--- src/rtl/fir_frame_pkg.sv ---
// Shared types and defaults for the FIR ping-pong frame collector.
package fir_frame_pkg;
  localparam int FRAME_LEN_DEF = 16;
  localparam int DW_DEF = 16;
  localparam int IDX_W = $clog2(FRAME_LEN_DEF);

  typedef logic bank_sel_t;
endpackage

--- src/rtl/fir_frame_bank.sv ---
// One sample bank: indexed write port, flat read-out (k=0 oldest).
module fir_frame_bank
  import fir_frame_pkg::*;
#(
  parameter int FRAME_LEN = FRAME_LEN_DEF,
  parameter int DW = DW_DEF,
  parameter int IW = $clog2(FRAME_LEN)
) (
  input  logic                    clk,
  input  logic                    we,
  input  logic [IW-1:0]           widx,
  input  logic [DW-1:0]           wdata,
  output logic [FRAME_LEN*DW-1:0] rdata
);
  logic [DW-1:0] mem [FRAME_LEN];

  always_ff @(posedge clk) begin
    if (we) mem[widx] <= wdata;
  end

  always_comb begin
    rdata = '0;
    for (int k = 0; k < FRAME_LEN; k++) begin
      rdata[k*DW +: DW] = mem[k];
    end
  end
endmodule

--- src/rtl/fir_frame_collector.sv ---
// Ping-pong collector of FIR samples into FFT frames.
// Define FIR_FRAME_DROP_CNT_EN to add the saturating drop_cnt output.
module fir_frame_collector
  import fir_frame_pkg::*;
#(
  parameter int FRAME_LEN = FRAME_LEN_DEF,
  parameter int DW = DW_DEF
) (
  input  logic                    clk,
  input  logic                    rst,
  input  logic                    fir_valid,
  input  logic [DW-1:0]           fir_d,
  output logic                    frame_valid,
  input  logic                    frame_ready,
  output logic [FRAME_LEN*DW-1:0] frame_data,
  output logic                    overflow
`ifdef FIR_FRAME_DROP_CNT_EN
  ,
  output logic [7:0]              drop_cnt
`endif
);
  localparam int IW = $clog2(FRAME_LEN);

  bank_sel_t wr_bank;
  bank_sel_t rd_bank;
  logic [IW-1:0] widx;
  logic [1:0] full;
  logic [1:0] full_n;
  logic [1:0] we;
  logic accept;
  logic drop;
  logic last;
  logic rel;
  logic [FRAME_LEN*DW-1:0] rdata [2];

  assign accept = fir_valid & ~full[wr_bank];
  assign drop   = fir_valid & full[wr_bank];
  assign last   = accept & (widx == IW'(FRAME_LEN-1));
  assign rel    = full[rd_bank] & frame_ready;
  assign we[0]  = accept & ~wr_bank;
  assign we[1]  = accept & wr_bank;

  for (genvar b = 0; b < 2; b++) begin : g_bank
    fir_frame_bank #(
      .FRAME_LEN(FRAME_LEN),
      .DW(DW)
    ) u_bank (
      .clk(clk),
      .we(we[b]),
      .widx(widx),
      .wdata(fir_d),
      .rdata(rdata[b])
    );
  end

  assign frame_valid = full[rd_bank];
  assign frame_data  = frame_valid ? rdata[rd_bank] : '0;

  // completion and release always hit different banks
  always_comb begin
    full_n = full;
    if (last) full_n[wr_bank] = 1'b1;
    if (rel)  full_n[rd_bank] = 1'b0;
  end

  always_ff @(posedge clk) begin
    if (rst) begin
      wr_bank  <= 1'b0;
      rd_bank  <= 1'b0;
      widx     <= '0;
      full     <= '0;
      overflow <= 1'b0;
    end else begin
      full     <= full_n;
      overflow <= drop;
      if (accept) widx <= widx + 1'b1;
      if (last)   wr_bank <= ~wr_bank;
      if (rel)    rd_bank <= ~rd_bank;
    end
  end

`ifdef FIR_FRAME_DROP_CNT_EN
  always_ff @(posedge clk) begin
    if (rst) begin
      drop_cnt <= '0;
    end else if (drop && drop_cnt != 8'hFF) begin
      drop_cnt <= drop_cnt + 8'd1;
    end
  end
`endif
endmodule

--- config.mk ---
export PLATFORM = sky130hd
export DESIGN_NAME = fir_frame_collector
export DESIGN_NICKNAME = d
export VERILOG_FILES = /design/src/rtl/fir_frame_pkg.sv /design/src/rtl/fir_frame_bank.sv /design/src/rtl/fir_frame_collector.sv
export SDC_FILE = /design/constraint.sdc
export NUM_CORES = 1
export LEC_CHECK = 0
export CAP_MARGIN = 20
export CORE_UTILIZATION = 59
export CTS_BUF_LIST = sky130_fd_sc_hd__clkbuf_4 sky130_fd_sc_hd__clkbuf_8 sky130_fd_sc_hd__clkbuf_16
export CTS_CLUSTER_SIZE = 16
export DETAILED_ROUTE_END_ITERATION = 12
export GPL_TIMING_DRIVEN = 0
export PLACE_DENSITY = 0.81
export SKIP_LAST_GASP = 1
export SLEW_MARGIN = 30
export SYNTH_ARGS = -nofsm -noshare
export SYNTH_HDL_FRONTEND = slang
export SYNTH_SLANG_ARGS = --single-unit
--- constraint.sdc ---
create_clock -name clk -period 4.4 [get_ports clk]
set_clock_uncertainty 0.15 [all_clocks]
set_input_delay 0.88 -clock clk [delete_from_list [all_inputs] [get_ports clk]]
set_output_delay 0.88 -clock clk [all_outputs]
set_load 0.005 [all_outputs]
==> key figures <==
Status
  • Run status: finished, final reports clean

Power and ir drop
  • Sw frac: 19.1%
  • Flop pwr share: 56.9%
  • Leak Pwr: 7.81 nW
  • Clock Power Share: 41.2%
  • Sw Pwr: 1.84 mW
  • VDD IR max: 443 uV
  • P_int: 7.80 mW
  • Logic pwr share: 1.9%
  • Cell Pwr Density: 385 mW/mm2

Placed design
  • Port Buffers: 276
  • GP Congestion: 0.817
  • DP HPWL: 29600 um
  • Worst slack, placed: 0.980 ns
  • DP Area: 0.0235 mm2

Routing
  • DR iter-0 viols: 921
  • Post-DR wirelength/cell: 22.7 um
  • Post-Route WL: 45500 um
  • Routed Antenna Nets: 0
  • Drt first pass iters: 5
  • Vias: 11.2k
  • DR DRC count: 0
  • Via density: 5.60

Setup path
  • Worst Setup EP: frame_data[120]
  • CP cell instances: buf_2, mux2i_2, buf_2, buf_2, nor2_1, clkdlybuf4s50_1
  • Crit path capture type: output port
  • Worst Reg-to-Reg Cells: 4
  • Critical path type: register to output port
  • Worst setup startpoint: rd_bank
  • Arrival time worst endpoint: 2.93 ns
  • Reg2reg end: g_bank[0].u_bank.mem[5][1]
  • Max Fanout on Critical Path: 10
  • Slowest stage delay, CP: 0.52 ns
  • R2r startpoint: widx[2]
  • Internal reg-to-reg setup slack: 1.92 ns
  • Critical-path top delay cell: clkdlybuf4s50_1
  • Worst path most repeated cell: buf_2
  • Crit path launch type: register
  • Required time of the critical path: 3.37 ns

STA
  • Fin. Hold Viols: 0
  • Hold_ws: 0.452 ns
  • TNS Setup: 0 ns
  • Final WS setup: 0.438 ns
  • Period Utilization, post-route: 90.0%
  • Slew Limit Fails: 0
  • Setup Viol. Count Final: 0
  • Rel. slew slack: 38.6%
  • Achievable frequency: 0.252 GHz
  • Period minus WS final: 3.96 ns
  • RSZ-0062 raised after global routing: no
  • Worst Max-Slew Pin Slew: 0.920 ns

Clock network
  • Clock buffer depth: 3
  • CTS Buf Count: 49
  • Post-CTS setup-driven buffer insertion count: 0
  • Reg clk slew, reported paths: 0.06 ns
  • CTS root buf: clkbuf_16
  • Clock latency on the worst-skew pair: 0.55 ns
  • Post-CTS sizing: 0
  • Clk sink count: 521
  • CTS H-tree lvls: 2
  • CTS tree: yes
  • Hold buffer count at cts: 0

Global route
  • Vias in the first global route: 11.1k
  • Global-route wire length before repair: 66000 um
  • Largest net degree at the start of global routing: 33
  • Total grt overflow: 0
  • GRT Util Overall: 26.6%
  • Initial antenna violation count: 2

Synth
  • Netlist cell types: 32
  • Mapped Cells: 1178
  • Average size of a mapped cell: 16.9 um2
  • Seq/Total Area, Yosys: 78.1%
  • Synth warn: 0
  • Post-Syn Nets: 1202
  • Synthesis-stage register bit count: 521
  • Netlist Area Pre-Place: 0.0199 mm2

Die
  • Starting Density: 60.6%
  • Rows: 66
  • Height of the die: 186 um
  • Die W: 186 um
  • Total core area: 0.0329 mm2
  • Ports: 278
  • Total Die Area: 0.0345 mm2

Finish
  • Fillers: 1875
  • Share of cells above drive strength 1: 12.0%
  • Commonest non-fill, non-tap cell in the layout: edfxtp_1
  • Nets: 1547
  • Area delta synth->final: 25.9%
  • Final Util: 76.2%
  • Most frequent cells in the layout: edfxtp_1, clkdlybuf4s50_1, nor2_1
  • Finished Cell Area: 0.0251 mm2

Job
  • Max-cap violations: 0

Hold path
  • Min-delay worst type: register to register
## cell families after synthesis
| group | after synthesis | synth area share, % |
|---|---|---|
| compound gates | 15 | 0.440 |
| fa+ha+maj | 4 | 0.251 |
| buf+inv | 67 | 1.67 |
| flops | 521 | 78.1 |
| mux | 259 | 13.1 |
| simple gates | 312 | 6.43 |
## layout make-up
cell class / count / area [um2] / area share, %
Antenna cell: 1 / 2.50 / 0.00999
Buffer: 62 / 313 / 1.25
Clock buffer: 60 / 1340 / 5.36
Clock inverter: 28 / 183 / 0.729
Inverter: 5 / 18.8 / 0.0749
Multi-Input combinational cell: 590 / 4070 / 16.3
Sequential cell: 521 / 15600 / 62.1
Tap cell: 442 / 553 / 2.21
Timing Repair Buffer: 294 / 3020 / 12.0
## power groups by stage
stage / Clock, mW / Sequential (mW) / Combinational, mW
3_5_place_dp: 0 / 5.59 / 0.181
5_1_grt: 4.21 / 5.48 / 0.192
3_3_place_gp: 0 / 5.59 / 0.150
2_1_floorplan: 0 / 5.59 / 0.0298
6_report: 3.98 / 5.48 / 0.182
4_1_cts: 4.00 / 5.48 / 0.182
## layer usage
layer  vias up  wire length [um]  track usage [%]
met4         2              1230             9.08
met2       556             22400             43.3
li1       5047                 -                -
met5         -                13                0
met3        75              3670             3.95
met1      5533             18100             37.2
## worst min-delay path by stage
| stage | from | endpoint | slack [ns] | cells past startpoint |
|---|---|---|---|---|
| finish | full[0] | full[0] | 0.45 | 2 |
| detailed placement | full[0] | full[0] | 0.43 | 2 |
| CTS | full[0] | full[0] | 0.44 | 2 |
| global placement | full[0] | full[0] | 0.42 | 2 |
| floorplan | full[0] | full[0] | 0.38 | 2 |
| global route | full[0] | full[0] | 0.48 | 2 |
## worst max-delay path: cells and delay by family, from the launching register on
family / cells / cell delay (ns)
buffers and inverters: 4 / 1.49
and+or+nand+nor: 1 / 0.09
DFF: 1 / 0.30
muxes: 1 / 0.50
## stage by stage
step,cells,total power [mW]
2_1_floorplan,1178,5.61
3_3_place_gp,1896,5.74
3_5_place_dp,1914,5.77
4_1_cts,2002,9.66
5_1_grt,2002,9.88
6_report,2003,9.64
## synthesized netlist by cell type
cell type / n / area [um2]
mux2i_1: 257 / 2570
nand3b_1: 1 / 7.51
a311oi_1: 1 / 8.76
nor3_1: 5 / 25.0
o21ai_0: 4 / 20.0
nor2_1: 271 / 1020
a21o_1: 2 / 15.0
mux2_4: 1 / 15.0
edfxtp_1: 512 / 15400
buf_6: 1 / 11.3
or4b_4: 1 / 13.8
buf_2: 58 / 290
dfxtp_1: 9 / 180
nor2b_1: 1 / 6.26
nand2_1: 3 / 11.3
nand2b_4: 1 / 13.8
mux2i_2: 1 / 13.8
nand3_1: 5 / 25.0
nand4b_1: 1 / 8.76
nand4_1: 1 / 6.26
nor3_2: 1 / 10.0
clkbuf_1: 2 / 7.51
nor3b_1: 1 / 7.51
ha_1: 4 / 50.1
or3b_2: 1 / 8.76
inv_1: 5 / 18.8
and2_1: 15 / 93.8
a21oi_1: 7 / 35.0
nand2b_1: 2 / 12.5
buf_1: 1 / 3.75
or3_1: 2 / 12.5
a2bb2oi_1: 1 / 8.76
## registers in the layout, summed over array words and instances (netlist names)
register and count:
overflow 1, g_bank.u_bank.mem 512, wr_bank 1, rd_bank 1, full 2, widx 4
Power figures use the tool's default switching activity.
